File: config.mk
export PLATFORM = sky130hd
export DESIGN_NAME = rej_bounded_sampler
export DESIGN_NICKNAME = d
export VERILOG_FILES = /design/src/rtl/rej_bounded_sampler.sv
export SDC_FILE = /design/constraint.sdc
export NUM_CORES = 1
export LEC_CHECK = 0
export BUFFER_PORTS_ARGS = -buffer_cell sky130_fd_sc_hd__buf_2
export CAP_MARGIN = 20
export CORE_AREA = 4 4 264 266
export CTS_CLUSTER_SIZE = 10
export DETAILED_ROUTE_END_ITERATION = 10
export DIE_AREA = 0 0 268 270
export PLACE_DENSITY_LB_ADDON = 0.05
export SLEW_MARGIN = 15
export SYNTH_ARGS = -nofsm -noshare
export SYNTH_HDL_FRONTEND = slang
export SYNTH_SLANG_ARGS = --single-unit
File: constraint.sdc
create_clock -name clk -period 3.23 [get_ports clk]
set_clock_uncertainty 0.1 [all_clocks]
set_input_delay 0 -clock clk [delete_from_list [all_inputs] [get_ports clk]]
set_output_delay 0 -clock clk [all_outputs]
set_load 0.01 [all_outputs]
File: src/rtl/rej_bounded_sampler.sv
// rej_bounded_sampler: streaming bounded-coefficient sampler.
// Absorbs a seed into an external SHAKE256 sponge, squeezes words and
// rejection-samples 4-bit nibbles into N coefficients in [-eta, eta].
// Optional feature macro: REJ_CNT_EN adds a 16-bit rejected-nibble counter port.
//
// state    | meaning
// ---------+---------------------------------------------------------------
// S_IDLE   | waiting for start; outputs quiet
// S_INIT   | one-cycle sponge clear pulse
// S_ABSORB | feed seed words to the sponge, last word flagged
// S_FETCH  | accept one squeezed word into the nibble buffer
// S_SAMPLE | one nibble per cycle, accepted ones go to the output register
// S_DONE   | one-cycle done pulse, then back to idle
module rej_bounded_sampler #(
    parameter int N             = 256,
    parameter int COEFF_WIDTH   = 4,
    parameter int SEED_BYTES    = 66,
    parameter int DATA_IN_BITS  = 64,
    parameter int DATA_OUT_BITS = 64
) (
    input  logic                              clk,
    input  logic                              rst_n,
    input  logic                              start,
    input  logic                              eta_sel,
    input  logic [SEED_BYTES*8-1:0]           seed,
    output logic                              busy,
    output logic                              done,
    output logic [COEFF_WIDTH-1:0]            coeff_data,
    output logic [$clog2(N)-1:0]              coeff_idx,
    output logic                              coeff_valid,
    input  logic                              coeff_ready,
    output logic                              sp_init,
    output logic [DATA_IN_BITS-1:0]           sp_data_in,
    output logic                              sp_in_valid,
    output logic                              sp_in_last,
    output logic [$clog2(DATA_IN_BITS):0]     sp_last_len,
    input  logic                              sp_in_ready,
    input  logic [DATA_OUT_BITS-1:0]          sp_data_out,
    input  logic                              sp_out_valid,
    output logic                              sp_out_ready
`ifdef REJ_CNT_EN
    ,
    output logic [15:0]                       rej_cnt
`endif
);

    localparam int SEED_BITS  = SEED_BYTES * 8;
    localparam int N_IN_WORDS = (SEED_BITS + DATA_IN_BITS - 1) / DATA_IN_BITS;
    localparam int PAD_BITS   = N_IN_WORDS * DATA_IN_BITS;
    localparam int LAST_BITS  = SEED_BITS - (N_IN_WORDS - 1) * DATA_IN_BITS;
    localparam int IDX_W      = $clog2(N);
    localparam int CNT_W      = $clog2(N + 1);
    localparam int LEN_W      = $clog2(DATA_IN_BITS) + 1;
    localparam int NIBS       = DATA_OUT_BITS / 4;
    localparam int PTR_W      = (NIBS > 1) ? $clog2(NIBS) : 1;
    localparam int K_W        = (N_IN_WORDS > 1) ? $clog2(N_IN_WORDS) : 1;

    typedef enum logic [2:0] {
        S_IDLE,
        S_INIT,
        S_ABSORB,
        S_FETCH,
        S_SAMPLE,
        S_DONE
    } state_t;

    state_t                     state_q, state_d;
    logic [SEED_BITS-1:0]       seed_q, seed_d;
    logic                       eta4_q, eta4_d;
    logic [K_W-1:0]             abs_k_q, abs_k_d;
    logic [DATA_OUT_BITS-1:0]   buf_q, buf_d;
    logic [PTR_W-1:0]           ptr_q, ptr_d;
    logic [CNT_W-1:0]           acc_cnt_q, acc_cnt_d;
    logic [CNT_W-1:0]           hs_cnt_q, hs_cnt_d;
    logic [COEFF_WIDTH-1:0]     coeff_data_q, coeff_data_d;
    logic [IDX_W-1:0]           coeff_idx_q, coeff_idx_d;
    logic                       coeff_valid_q, coeff_valid_d;
`ifdef REJ_CNT_EN
    logic [15:0]                rej_cnt_q, rej_cnt_d;
`endif

    logic [PAD_BITS-1:0]        seed_pad;
    logic [3:0]                 nib;
    logic [3:0]                 nib_mod5;
    logic                       nib_accept;
    logic [COEFF_WIDTH-1:0]     nib_coeff;
    logic                       handoff;
    logic                       advance;
    logic                       abs_last_word;

    // Zero-pad the latched seed up to a whole number of absorb words.
    always_comb begin
        seed_pad                = '0;
        seed_pad[SEED_BITS-1:0] = seed_q;
    end

    // Current nibble and its mapping to a coefficient for the latched eta.
    always_comb begin
        nib      = buf_q[int'(ptr_q)*4 +: 4];
        nib_mod5 = nib;
        if (nib >= 4'd10) begin
            nib_mod5 = nib - 4'd10;
        end else if (nib >= 4'd5) begin
            nib_mod5 = nib - 4'd5;
        end
        if (eta4_q) begin
            nib_accept = (nib < 4'd9);
            nib_coeff  = COEFF_WIDTH'(4) - COEFF_WIDTH'(nib);
        end else begin
            nib_accept = (nib < 4'd15);
            nib_coeff  = COEFF_WIDTH'(2) - COEFF_WIDTH'(nib_mod5);
        end
    end

    assign handoff       = coeff_valid_q & coeff_ready;
    assign advance       = ~coeff_valid_q | coeff_ready;
    assign abs_last_word = (abs_k_q == K_W'(N_IN_WORDS - 1));

    // Next-state and datapath updates; the output register hands off in any state.
    always_comb begin
        state_d       = state_q;
        seed_d        = seed_q;
        eta4_d        = eta4_q;
        abs_k_d       = abs_k_q;
        buf_d         = buf_q;
        ptr_d         = ptr_q;
        acc_cnt_d     = acc_cnt_q;
        hs_cnt_d      = hs_cnt_q;
        coeff_data_d  = coeff_data_q;
        coeff_idx_d   = coeff_idx_q;
        coeff_valid_d = coeff_valid_q;
`ifdef REJ_CNT_EN
        rej_cnt_d     = rej_cnt_q;
`endif

        if (handoff) begin
            coeff_valid_d = 1'b0;
            hs_cnt_d      = hs_cnt_q + CNT_W'(1);
        end

        case (state_q)
            S_IDLE: begin
                if (start) begin
                    state_d       = S_INIT;
                    seed_d        = seed;
                    eta4_d        = eta_sel;
                    abs_k_d       = '0;
                    ptr_d         = '0;
                    acc_cnt_d     = '0;
                    hs_cnt_d      = '0;
                    coeff_valid_d = 1'b0;
`ifdef REJ_CNT_EN
                    rej_cnt_d     = '0;
`endif
                end
            end
            S_INIT: begin
                state_d = S_ABSORB;
            end
            S_ABSORB: begin
                if (sp_in_ready) begin
                    if (abs_last_word) begin
                        state_d = S_FETCH;
                    end else begin
                        abs_k_d = abs_k_q + K_W'(1);
                    end
                end
            end
            S_FETCH: begin
                if (sp_out_valid) begin
                    buf_d   = sp_data_out;
                    ptr_d   = '0;
                    state_d = S_SAMPLE;
                end
            end
            S_SAMPLE: begin
                if (acc_cnt_q < CNT_W'(N)) begin
                    if (advance) begin
                        if (nib_accept) begin
                            coeff_data_d  = nib_coeff;
                            coeff_idx_d   = IDX_W'(acc_cnt_q);
                            coeff_valid_d = 1'b1;
                            acc_cnt_d     = acc_cnt_q + CNT_W'(1);
                        end else begin
`ifdef REJ_CNT_EN
                            if (rej_cnt_q != 16'hFFFF) begin
                                rej_cnt_d = rej_cnt_q + 16'd1;
                            end
`endif
                        end
                        ptr_d = ptr_q + PTR_W'(1);
                        // Refill only if this nibble did not complete the polynomial.
                        if ((ptr_q == PTR_W'(NIBS - 1)) &&
                            !(nib_accept && (acc_cnt_q == CNT_W'(N - 1)))) begin
                            state_d = S_FETCH;
                        end
                    end
                end else if (hs_cnt_d == CNT_W'(N)) begin
                    state_d = S_DONE;
                end
            end
            S_DONE: begin
                state_d = S_IDLE;
            end
            default: begin
                state_d = S_IDLE;
            end
        endcase
    end

    // State and datapath registers, all cleared by the asynchronous reset.
    always_ff @(posedge clk or negedge rst_n) begin
        if (!rst_n) begin
            state_q       <= S_IDLE;
            seed_q        <= '0;
            eta4_q        <= 1'b0;
            abs_k_q       <= '0;
            buf_q         <= '0;
            ptr_q         <= '0;
            acc_cnt_q     <= '0;
            hs_cnt_q      <= '0;
            coeff_data_q  <= '0;
            coeff_idx_q   <= '0;
            coeff_valid_q <= 1'b0;
`ifdef REJ_CNT_EN
            rej_cnt_q     <= '0;
`endif
        end else begin
            state_q       <= state_d;
            seed_q        <= seed_d;
            eta4_q        <= eta4_d;
            abs_k_q       <= abs_k_d;
            buf_q         <= buf_d;
            ptr_q         <= ptr_d;
            acc_cnt_q     <= acc_cnt_d;
            hs_cnt_q      <= hs_cnt_d;
            coeff_data_q  <= coeff_data_d;
            coeff_idx_q   <= coeff_idx_d;
            coeff_valid_q <= coeff_valid_d;
`ifdef REJ_CNT_EN
            rej_cnt_q     <= rej_cnt_d;
`endif
        end
    end

    // Outputs decoded from the registered state.
    always_comb begin
        busy         = (state_q == S_INIT) || (state_q == S_ABSORB) ||
                       (state_q == S_FETCH) || (state_q == S_SAMPLE);
        done         = (state_q == S_DONE);
        sp_init      = (state_q == S_INIT);
        sp_in_valid  = (state_q == S_ABSORB);
        sp_in_last   = (state_q == S_ABSORB) && abs_last_word;
        sp_last_len  = '0;
        sp_data_in   = '0;
        if (state_q == S_ABSORB) begin
            sp_data_in = seed_pad[int'(abs_k_q)*DATA_IN_BITS +: DATA_IN_BITS];
            if (abs_last_word) begin
                sp_last_len = LEN_W'(LAST_BITS);
            end
        end
        sp_out_ready = (state_q == S_FETCH);
        coeff_data   = coeff_data_q;
        coeff_idx    = coeff_idx_q;
        coeff_valid  = coeff_valid_q;
    end

`ifdef REJ_CNT_EN
    assign rej_cnt = rej_cnt_q;
`endif

endmodule

Word-level counts from Yosys, hierarchy flattened
Cells that the tools add are included.

cells by class
  bitwise gates (word level) = 3
  shift operators = 2
  mux-type cells = 38
  eq/ne operators = 20
  add/sub/neg operators = 8
  reductions and logical operators = 18
  magnitude comparators = 5

operators by type and width
  operator                                                               number
  576-bit by 11-bit indexed part select with 64-bit output               1
  64-bit 2-to-1 mux                                                      1
  64-bit by 7-bit indexed part select with 4-bit output                  1
  9-bit 2-to-1 mux                                                       7
  4-bit 2-to-1 mux                                                       9
  3-bit 2-to-1 mux                                                       8
  9-bit by 1-bit adder with 9-bit output, second input constant          2
  9-bit case mux with 2 select lines                                     1
  3-bit case mux with 5 select lines                                     1
  2-bit inequality test, second input constant                           6
  4-bit case mux with 3 select lines                                     1
  5-bit 2-to-1 mux                                                       2
  5-bit AND reduction                                                    2
  9-bit by 8-bit equality test with 1-bit output, second input constant  1
  9-bit equality test, second input constant                             1
  9-bit < comparator, second input constant                              1
  3-bit inequality test, second input constant                           3
  4-bit by 1-bit adder with 4-bit output, second input constant          2
  4-bit equality test, second input constant                             2
  4-bit < comparator, second input constant                              2
  4-bit case mux with 2 select lines                                     1
  4-bit AND reduction                                                    2
  7-bit AND reduction                                                    1
  3-bit by 2-bit equality test with 1-bit output, second input constant  2
  other kinds (21)                                                       34

word-level totals
  output and inout bits = 90
  logic and storage cells = 105
  bits in registers = 635
  bits of input ports = 599

Longest topological paths before layout
Gate-level depths: netlist (run 1).

  depth in word-level cells = 10
  mapped depth = 15
  gate-level depth less buffers = 13

Worst setup path before layout (run 1)
OpenSTA, ideal clock, no wires.

  path kind = register to register
  start = register ptr_q[0]
  end = register coeff_data_q[2] (netlist: coeff_data[2])
  path slack = -67 ps
  stages on the path, launching flop included = 15
  library setup time = 128 ps
  buffers on the path = 1
  data arrival time = 3069 ps
  data required time = 3002 ps
  clock period less this slack = 3297 ps
  cell sequence = dfrtp_1 -> buf_6 -> mux4_2 -> a22o_1 -> a221oi_4 -> inv_1 -> ha_1 -> inv_1 -> o211a_4 -> mux2i_2 -> xnor2_2 -> ha_1 -> xnor2_1 -> o21ai_1 -> mux2_1

between the ends
  word-level cells in the longest chain between the ends = 6
  elaborated cells between the ends (all ways) = 14
  those cells by class = 4 x add/sub; 4 x order compare; 1 x shift; 4 x mux; 1 x reduce/logical

ends and longest elaborated chain
  what                                                                                                           RTL line  text
  start: declaration                                                                                             72        logic [PTR_W-1:0] ptr_q, ptr_d;
  start signal: assignment                                                                                       234       ptr_q <= ptr_d;
  64-bit by 7-bit indexed part select with 4-bit output (*)                                                      99        nib = buf_q[int'(ptr_q)*4 +: 4];
  4-bit by 3-bit subtractor with 4-bit output or 4-bit by 3-bit >= comparator with 1-bit output (tied branches)  104, 103
  4-bit 2-to-1 mux                                                                                               103       end else if (nib >= 4'd5) begin
  4-bit 2-to-1 mux                                                                                               101       if (nib >= 4'd10) begin
  2-bit by 4-bit subtractor with 4-bit output                                                                    111       nib_coeff = COEFF_WIDTH'(2) - COEFF_WIDTH'(nib_mod5);
  4-bit 2-to-1 mux                                                                                               106       if (eta4_q) begin
  end signal: assignment                                                                                         237       coeff_data_q <= coeff_data_d;
  end: declaration                                                                                               75        logic [COEFF_WIDTH-1:0] coeff_data_q, coeff_data_d;

Mark *: on every way between the ends. The rest lies on a longest branch, timed or not.
A chain may end at the register's enable or synchronous reset.

Worst setup path in the final report (run 1)
Same ends and word-level chain as after synthesis.

==> results of run 1 <==
## cells in the mapped netlist (all sizes together), types with 5 or more instances
cell | instances | share of area [%]
xnor2 | 14 | 0.45
mux2i | 73 | 2.5
mux4 | 142 | 11
nor2b | 5 | 0.11
dfrtp | 635 | 54
mux2 | 73 | 2.8
xor2 | 11 | 0.33
o21ai | 32 | 0.55
buf | 31 | 0.56
inv | 14 | 0.18
nand2 | 1630 | 21
clkbuf | 162 | 2.1
a21oi | 9 | 0.18
ha | 15 | 0.64
nor2 | 84 | 1.1
nand3 | 13 | 0.22
## layout make-up
type	instances	area, um2
Timing Repair Buffer	1491	11600
Fill cell	5198	23600
Antenna cell	32	80.1
Tap cell	873	1090
Sequential cell	635	15900
Multi-Input combinational cell	2169	12600
Inverter	14	52.6
Clock inverter	6	63.8
Clock buffer	98	2110
## per-stage QoR
stage | cell area, um2 | setup TNS [ps] | util (%) | setup WS [ps] | instances
global route | 43400 | -3730 | 64.8 | -258 | 5308
floorplan | 29200 | -67.0 | - | -67.0 | 3010
CTS | 43400 | -914 | 64.7 | -148 | 5284
finish | 43500 | -1090 | 64.8 | -120 | 5318
global placement | 33900 | -3120 | 50.5 | -284 | 4453
detailed placement | 33900 | -4840 | 50.5 | -347 | 4453
## worst max-delay path, cell delays in order, from the launching register on
cell and delay (ps):
dfrtp_2 490, buf_4 160, buf_4 120, mux4_2 520, a22oi_2 200, nand2_2 100, inv_2 110, ha_1 170
inv_1 60, o211a_4 150, or3_2 450, o211ai_4 100, xnor2_1 140, o21ai_1 70, mux2_4 280
## power by group through the flow
stage	Clock [W]	Combinational [W]	Sequential [W]
2_1_floorplan	0	0.00944	0.0128
5_1_grt	0.00829	0.0159	0.0140
4_1_cts	0.00799	0.0143	0.0135
3_3_place_gp	0	0.0130	0.0134
6_report	0.00778	0.0144	0.0136
3_5_place_dp	0	0.0133	0.0136
## state kept, by name (all words and copies together), names as in the netlist
| register | cells |
|---|---|
| acc_cnt_q | 9 |
| coeff_valid | 1 |
| coeff_data | 4 |
| ptr_q | 4 |
| coeff_idx | 8 |
| state_q | 3 |
| abs_k_q | 4 |
| buf_q | 64 |
| eta4_q | 1 |
| hs_cnt_q | 9 |
| seed_q | 528 |
## logic make-up after synthesis
logic type,Yosys count,share of synthesized area (%)
buffers and inverters,207,2.82
muxes,288,16.3
adders and majority gates,15,0.643
DFF,635,54.5
other,1,0.0129
and+or+nand+nor,1761,23.1
xor gates and xnor gates,25,0.776
AOI/OAI and AO/OA,73,1.86
## layout by cell type, fill, tap and decap left out, types with 3 or more instances in the layout
cell | Yosys | final
diode_2 | 0 | 32
xnor2_1 | 13 | 13
mux2i_1 | 72 | 72
buf_4 | 7 | 68
a22o_1 | 3 | 3
clkbuf_16 | 0 | 79
inv_2 | 2 | 3
mux4_2 | 138 | 140
a21oi_2 | 2 | 3
dlygate4sd3_1 | 0 | 715
ha_1 | 15 | 12
nand3b_1 | 3 | 3
buf_2 | 4 | 681
inv_6 | 0 | 3
o21ai_1 | 11 | 12
dfrtp_4 | 0 | 3
buf_6 | 2 | 4
nand2_1 | 1629 | 1627
mux2_1 | 8 | 7
buf_12 | 0 | 21
o21ai_0 | 21 | 20
dfrtp_1 | 635 | 631
inv_1 | 12 | 11
a21oi_1 | 7 | 6
xor2_1 | 11 | 11
nand4_1 | 4 | 4
nor2_1 | 82 | 82
mux2_2 | 65 | 65
and2_1 | 4 | 3
conb_1 | 1 | 6
nand3_1 | 13 | 13
clkbuf_1 | 162 | 13
clkbuf_8 | 0 | 6
nor2b_1 | 5 | 5
## path summary, 6_finish.rpt
kind	startpoint	to	slack (ps)	cells past startpoint
worst max-delay path	ptr_q[0]$_DFFE_PN0P_	coeff_data[2]$_DFFE_PN0P_	-120	14
max in group asynchronous	rst_n	seed_q[96]$_DFFE_PN0P_	2310	3
worst min register to register	seed_q[417]$_DFFE_PN0P_	seed_q[417]$_DFFE_PN0P_	370	2
worst max register to register	ptr_q[0]$_DFFE_PN0P_	coeff_data[2]$_DFFE_PN0P_	-120	14
worst min-delay path	seed[350]	seed_q[350]$_DFFE_PN0P_	20	4
min in group asynchronous	rst_n	seed_q[59]$_DFFE_PN0P_	40	3
## repair_timing
item,in CTS,in global routing
cloned,1,0
buffers inserted,10,2
pin swaps,14,4
hold buffers,716,0
endpoints found under the hold margin,1034,0
gates resized for setup,19,4
endpoints found under the setup margin,25,23
## layer usage
metal  up-vias  global-route usage, %
li1      12400                      -
met1     13500                   37.2
met2      1168                   47.3
met3       450                   6.40
met4        14                   17.7
met5         -                      0
==> results.json, run 1 <==
{
  "cellPowerDensity_nw_per_um2": 823,
  "drc_errors": 0,
  "final.setup.worst_slack_ps": -120,
  "grt_use_total_pct": 29.7,
  "fin_hold_ws_ps": 23.5,
  "hold_viol": 0,
  "place_congestion": 0.889,
  "path_class": "reg -> reg",
  "grt_pass1_wl_um": 167000,
  "syn_avg_cell_area_um2": 9.71,
  "timing.final.crit_period_ps": 3350,
  "fmax_mhz": 299,
  "hold_class": "in -> reg",
  "core_area_um2": 67000,
  "arrival_ps": 3730,
  "clock-sinks": 635,
  "power.share.clock_pct": 21.8,
  "async_flop_share_pct": 100,
  "routed.top_layer": "met5",
  "p_sw_w": 0.0128,
  "die_w_um": 268,
  "finalWirelength_um": 108000,
  "drt-met1-wl_um": 42800,
  "layout_worst_path_cycle_share_pct": 104,
  "rows": 95,
  "die_h_um": 270,
  "synth_seq_area_share_pct": 54.5,
  "p_sw_share_pct": 35.9,
  "start_kind": "flop",
  "tritoncts": "built",
  "viasPerCell": 5.18,
  "initial_core_util_pct": 43.5,
  "root_buffer": "clkbuf_16",
  "power.internal_w": 0.0229,
  "slew_viol_final": 0,
  "synth-seq-cells": 635,
  "violations": "setup timing",
  "syn_to_final_growth_pct": 48.9,
  "ir_drop_uv": 407,
  "synth_cells": 3005,
  "postRouteAntennaNets": 0,
  "synth_edf_count": 0,
  "die-area_um2": 72400,
  "seqPwrFrac_pct": 37.9,
  "first_global_vias": 30000,
  "drv_cap": 0,
  "drt_iter0_drc": 1951,
  "yosysWarnings": 0,
  "met2_wirelength_um": 51300,
  "worst_setup_path_end_kind": "flop",
  "clk_pin_slew_ps": 60,
  "worst-path-max-fanout": 7,
  "rsz0062_at_grt": "true",
  "yosysUniqueCellTypes": 62,
  "port_buffers": 682,
  "fin_nets": 5001,
  "synth_area_um2": 29200,
  "setup_viol": 16,
  "cts_buffer_depth": 3,
  "power_w": 0.0358,
  "leakagePower_nw": 21.9,
  "required_ps": 3610,
  "antenna_found_initial": 34,
  "pwr-share-comb_pct": 40.3,
  "tightest_slew_ps": 834,
  "htreeDepth": 3,
  "dpl.hpwl_um": 69700,
  "slew_headroom_pct": 44.4,
  "outcome": "finished with violations",
  "layout-drive-gt1-share_pct": 25.2,
  "ys.flop_type": "dfrtp_1",
  "firstDrtPassIters": 5,
  "grt_max_degree": 154,
  "clkLatencyLatePin_ps": 610,
  "ios": 689,
  "vias": 27600,
  "cts_buffers": 76,
  "wl_met3_um": 6800,
  "grt.overflow.total": 0,
  "drt-wirelength-per-cell_um": 20.4
}
Note: power is estimated with default switching activity, not from simulation.
==> run 2, diff against run 1 <==
--- a/config.mk
+++ b/config.mk
@@ -5,9 +5,10 @@
 export SDC_FILE = /design/constraint.sdc
 export NUM_CORES = 1
 export LEC_CHECK = 0
+export ABC_AREA = 1
 export BUFFER_PORTS_ARGS = -buffer_cell sky130_fd_sc_hd__buf_2
 export CAP_MARGIN = 20
-export CORE_AREA = 4 4 264 266
+export CORE_AREA = 2 2 266 268
 export CTS_CLUSTER_SIZE = 10
 export DETAILED_ROUTE_END_ITERATION = 10
 export DIE_AREA = 0 0 268 270
==> run 2 against run 1 <==
The flow now finishes without violations. Via count increased by 11%. First-iteration DRC count up 19%. Die area stayed put. Area after synthesis is 2.5% higher. Power up 7.0%. Sequential cell count is the same. Worst hold slack better by 9.3 ps. Global-route usage increased by 0.83 points. Final area is 1.3% lower. Sequential power decreased by 3%.
==> results.json, run 2 <==
{
  "max_stage_delay_ps": 480,
  "seqPwrFrac_pct": 34.6,
  "initial_core_util_pct": 43.0,
  "synth-seq-cells": 635,
  "fin_nets": 5642,
  "layout_commonest_cell": "nand2_1",
  "grt_pass1_wl_um": 171000,
  "leakagePower_nw": 21.2,
  "power.internal_w": 0.0223,
  "htreeDepth": 3,
  "arrival_ps": 2870,
  "placed_area_um2": 34100,
  "core_area_um2": 69500,
  "dpl.hpwl_um": 70000,
  "fmax_mhz": 337,
  "finalWirelength_um": 112000,
  "grt_use_total_pct": 30.5,
  "reg2reg_depth": 18,
  "syn_to_final_growth_pct": 43.4,
  "hold_path_depth": 4,
  "worst-path-max-fanout": 163,
  "totalNegativeSetupSlack_ps": 0,
  "ir_drop_uv": 1040,
  "layout-drive-gt1-share_pct": 17.4,
  "firstDrtPassIters": 6,
  "cts_buffer_depth": 3,
  "cts_buffers": 76,
  "largest_register": "seed_q",
  "timing.final.crit_period_ps": 2970,
  "p_sw_w": 0.0160,
  "synth_edf_count": 0,
  "slew_headroom_pct": 41.4,
  "synth_cells": 3802,
  "rsz0062_at_grt": "false",
  "hold_viol": 0,
  "top_regs": "seed_q x528, buf_q x64",
  "die_w_um": 268,
  "hold_class": "in -> reg",
  "rrSetupSlack_ps": 260,
  "clkLatencyLatePin_ps": 600,
  "pwr-share-comb_pct": 45.1,
  "tightest_slew_ps": 879,
  "p_sw_share_pct": 41.7,
  "start_kind": "flop",
  "path_cells": "buf_12 > o21ai_0 > a31oi_1 > buf_2",
  "yosysUniqueCellTypes": 42,
  "drt_iter0_drc": 2312,
  "synth_commonest_cells": "nand2_1 (1337), dfrtp_1 (635), inv_1 (347)",
  "design_area_um2": 42900,
  "post-synth-top-area-cell": "dfrtp_1",
  "syn_avg_cell_area_um2": 7.87,
  "first_global_vias": 30500,
  "port_buffers": 682,
  "grt.overflow.total": 0,
  "r2r_end": "coeff_data[2]$_DFFE_PN0P_",
  "rows": 97,
  "drc_errors": 0,
  "outcome": "finished, final reports clean",
  "clock-sinks": 635,
  "hold_start": "seed[242]",
  "layout_common_cells": "nand2_1 (1336), buf_2 (681), dlygate4sd3_1 (653), dfrtp_1 (631)",
  "largest_reg_flops": 528,
  "worst_setup_path_end_kind": "output port",
  "root_buffer": "clkbuf_16",
  "layout_worst_path_cycle_share_pct": 92.0,
  "r2r-start": "ptr_q[1]$_DFFE_PN0P_",
  "ios": 689,
  "cellPowerDensity_nw_per_um2": 892,
  "antenna_found_initial": 23,
  "drt-wirelength-per-cell_um": 18.6,
  "place_congestion": 0.886,
  "power.share.clock_pct": 20.4,
  "ys.flop_type": "dfrtp_1",
  "worst_path_max_delay_cell": "a31oi_1",
  "synth_seq_area_share_pct": 53.1,
  "die_h_um": 270,
  "vias": 30500,
  "synth.most_common_cell": "nand2_1",
  "async_flop_share_pct": 100,
  "path_buf_inv": 2,
  "setup_viol": 0,
  "yosysWarnings": 0,
  "postRouteAntennaNets": 0,
  "synth_area_um2": 29900,
  "tritoncts": "built",
  "critPathTopFamily": "compound AO/OA/AOI/OAI gates",
  "synthTopCellsByArea": "dfrtp_1 (53%), nand2_1 (17%), o21ai_0 (5.7%)",
  "hold_end": "seed_q[242]$_DFFE_PN0P_",
  "grt_max_degree": 174,
  "path_class": "reg -> out",
  "slew_viol_final": 0,
  "drv_cap": 0,
  "viasPerCell": 5.07,
  "required_ps": 3130,
  "die-area_um2": 72400,
  "synth_top_area_share_pct": 53.1,
  "clk_pin_slew_ps": 50
}
## run 2: changes by cell type after synthesis, sizes merged, moves of 46 or more
| cell | change |
|---|---|
| a21oi | +261 |
| o21ai | +599 |
| inv | +343 |
| mux2i | -73 |
| nand2 | -287 |
| buf | +122 |
| nand3 | +135 |
| mux4 | -142 |
| mux2 | -72 |
| a31oi | +46 |
| clkbuf | -59 |
## run 2: what timing repair did
| item | in CTS | in global routing |
|---|---|---|
| endpoints found under the setup margin | 0 | 2 |
| endpoints found under the hold margin | 1230 | 0 |
| buffers inserted | 0 | 1 |
| hold buffers | 654 | 0 |
| gates resized for setup | 0 | 6 |
## run 2: kinds of logic after synthesis
| kind of cell | count (synthesis) | synth area share, % |
|---|---|---|
| AND/OR/NAND/NOR | 1564 | 20.7 |
| multiplexers | 1 | 0.0376 |
| AO/OA/AOI/OAI | 958 | 16.3 |
| other | 1 | 0.0125 |
| XOR/XNOR | 11 | 0.322 |
| flip-flops | 635 | 53.1 |
| buffers and inverters | 617 | 8.90 |
| adder cells (fa/ha/maj) | 15 | 0.627 |
## run 2: routing by layer
metal | wire, um | up-vias | global-route usage [%]
met3 | 6480 | 386 | 4.87
met1 | 46800 | 14300 | 39.9
met5 | 103 | - | 0
li1 | - | 14600 | -
met4 | 6960 | 16 | 17.9
met2 | 51500 | 1180 | 47.7
## run 2: per-stage QoR
stage	worst slack, ps	power (W)	instances	hold slack, ps	utilization [%]
2_1_floorplan	396	0.0248	3807	-396	-
4_1_cts	207	0.0384	5997	0.282	61.6
6_report	258	0.0383	6018	32.8	61.7
3_3_place_gp	271	0.0293	5234	-54.9	49.0
5_1_grt	19.8	0.0415	6012	23.1	61.7
3_5_place_dp	232	0.0295	5234	-60.2	49.0
## run 2: final cells by class
class / count / area, um2
fill: 6125 / 26600
sequential: 635 / 15900
clock buffer: 103 / 2130
tap: 940 / 1180
inverter: 361 / 1380
clock inverter: 6 / 56.3
multi-input combinational: 2555 / 11400
timing repair buffer: 1399 / 10800
antenna: 19 / 47.5
## run 2: power groups by stage
stage	clock (W)	combinational, W	sequential, W
6_report	0.00779	0.0173	0.0132
5_1_grt	0.00831	0.0195	0.0136
4_1_cts	0.00799	0.0172	0.0132
3_5_place_dp	0	0.0162	0.0133
3_3_place_gp	0	0.0161	0.0132
2_1_floorplan	0	0.0119	0.0129
## run 2: worst max-delay path by stage
stage / depth (start not counted) / from / to / slack [ps]
3_3_place_gp: 19 / ptr_q[0]$_DFFE_PN0P_ / coeff_data[2]$_DFFE_PN0P_ / 270
2_1_floorplan: 21 / ptr_q[0]$_DFFE_PN0P_ / coeff_data[1]$_DFFE_PN0P_ / 400
5_1_grt: 21 / ptr_q[0]$_DFFE_PN0P_ / coeff_data[2]$_DFFE_PN0P_ / 20
3_5_place_dp: 18 / ptr_q[0]$_DFFE_PN0P_ / coeff_data[1]$_DFFE_PN0P_ / 230
6_report: 4 / abs_k_q[0]$_DFFE_PN0P_ / sp_data_in[35] / 260
4_1_cts: 18 / ptr_q[0]$_DFFE_PN0P_ / coeff_data[1]$_DFFE_PN0P_ / 210
## run 2: worst min-delay path, cell delays in order
cell,delay (ps)
dlygate4sd3_1,520
buf_2,90
nand2_1,50
nand2_1,50
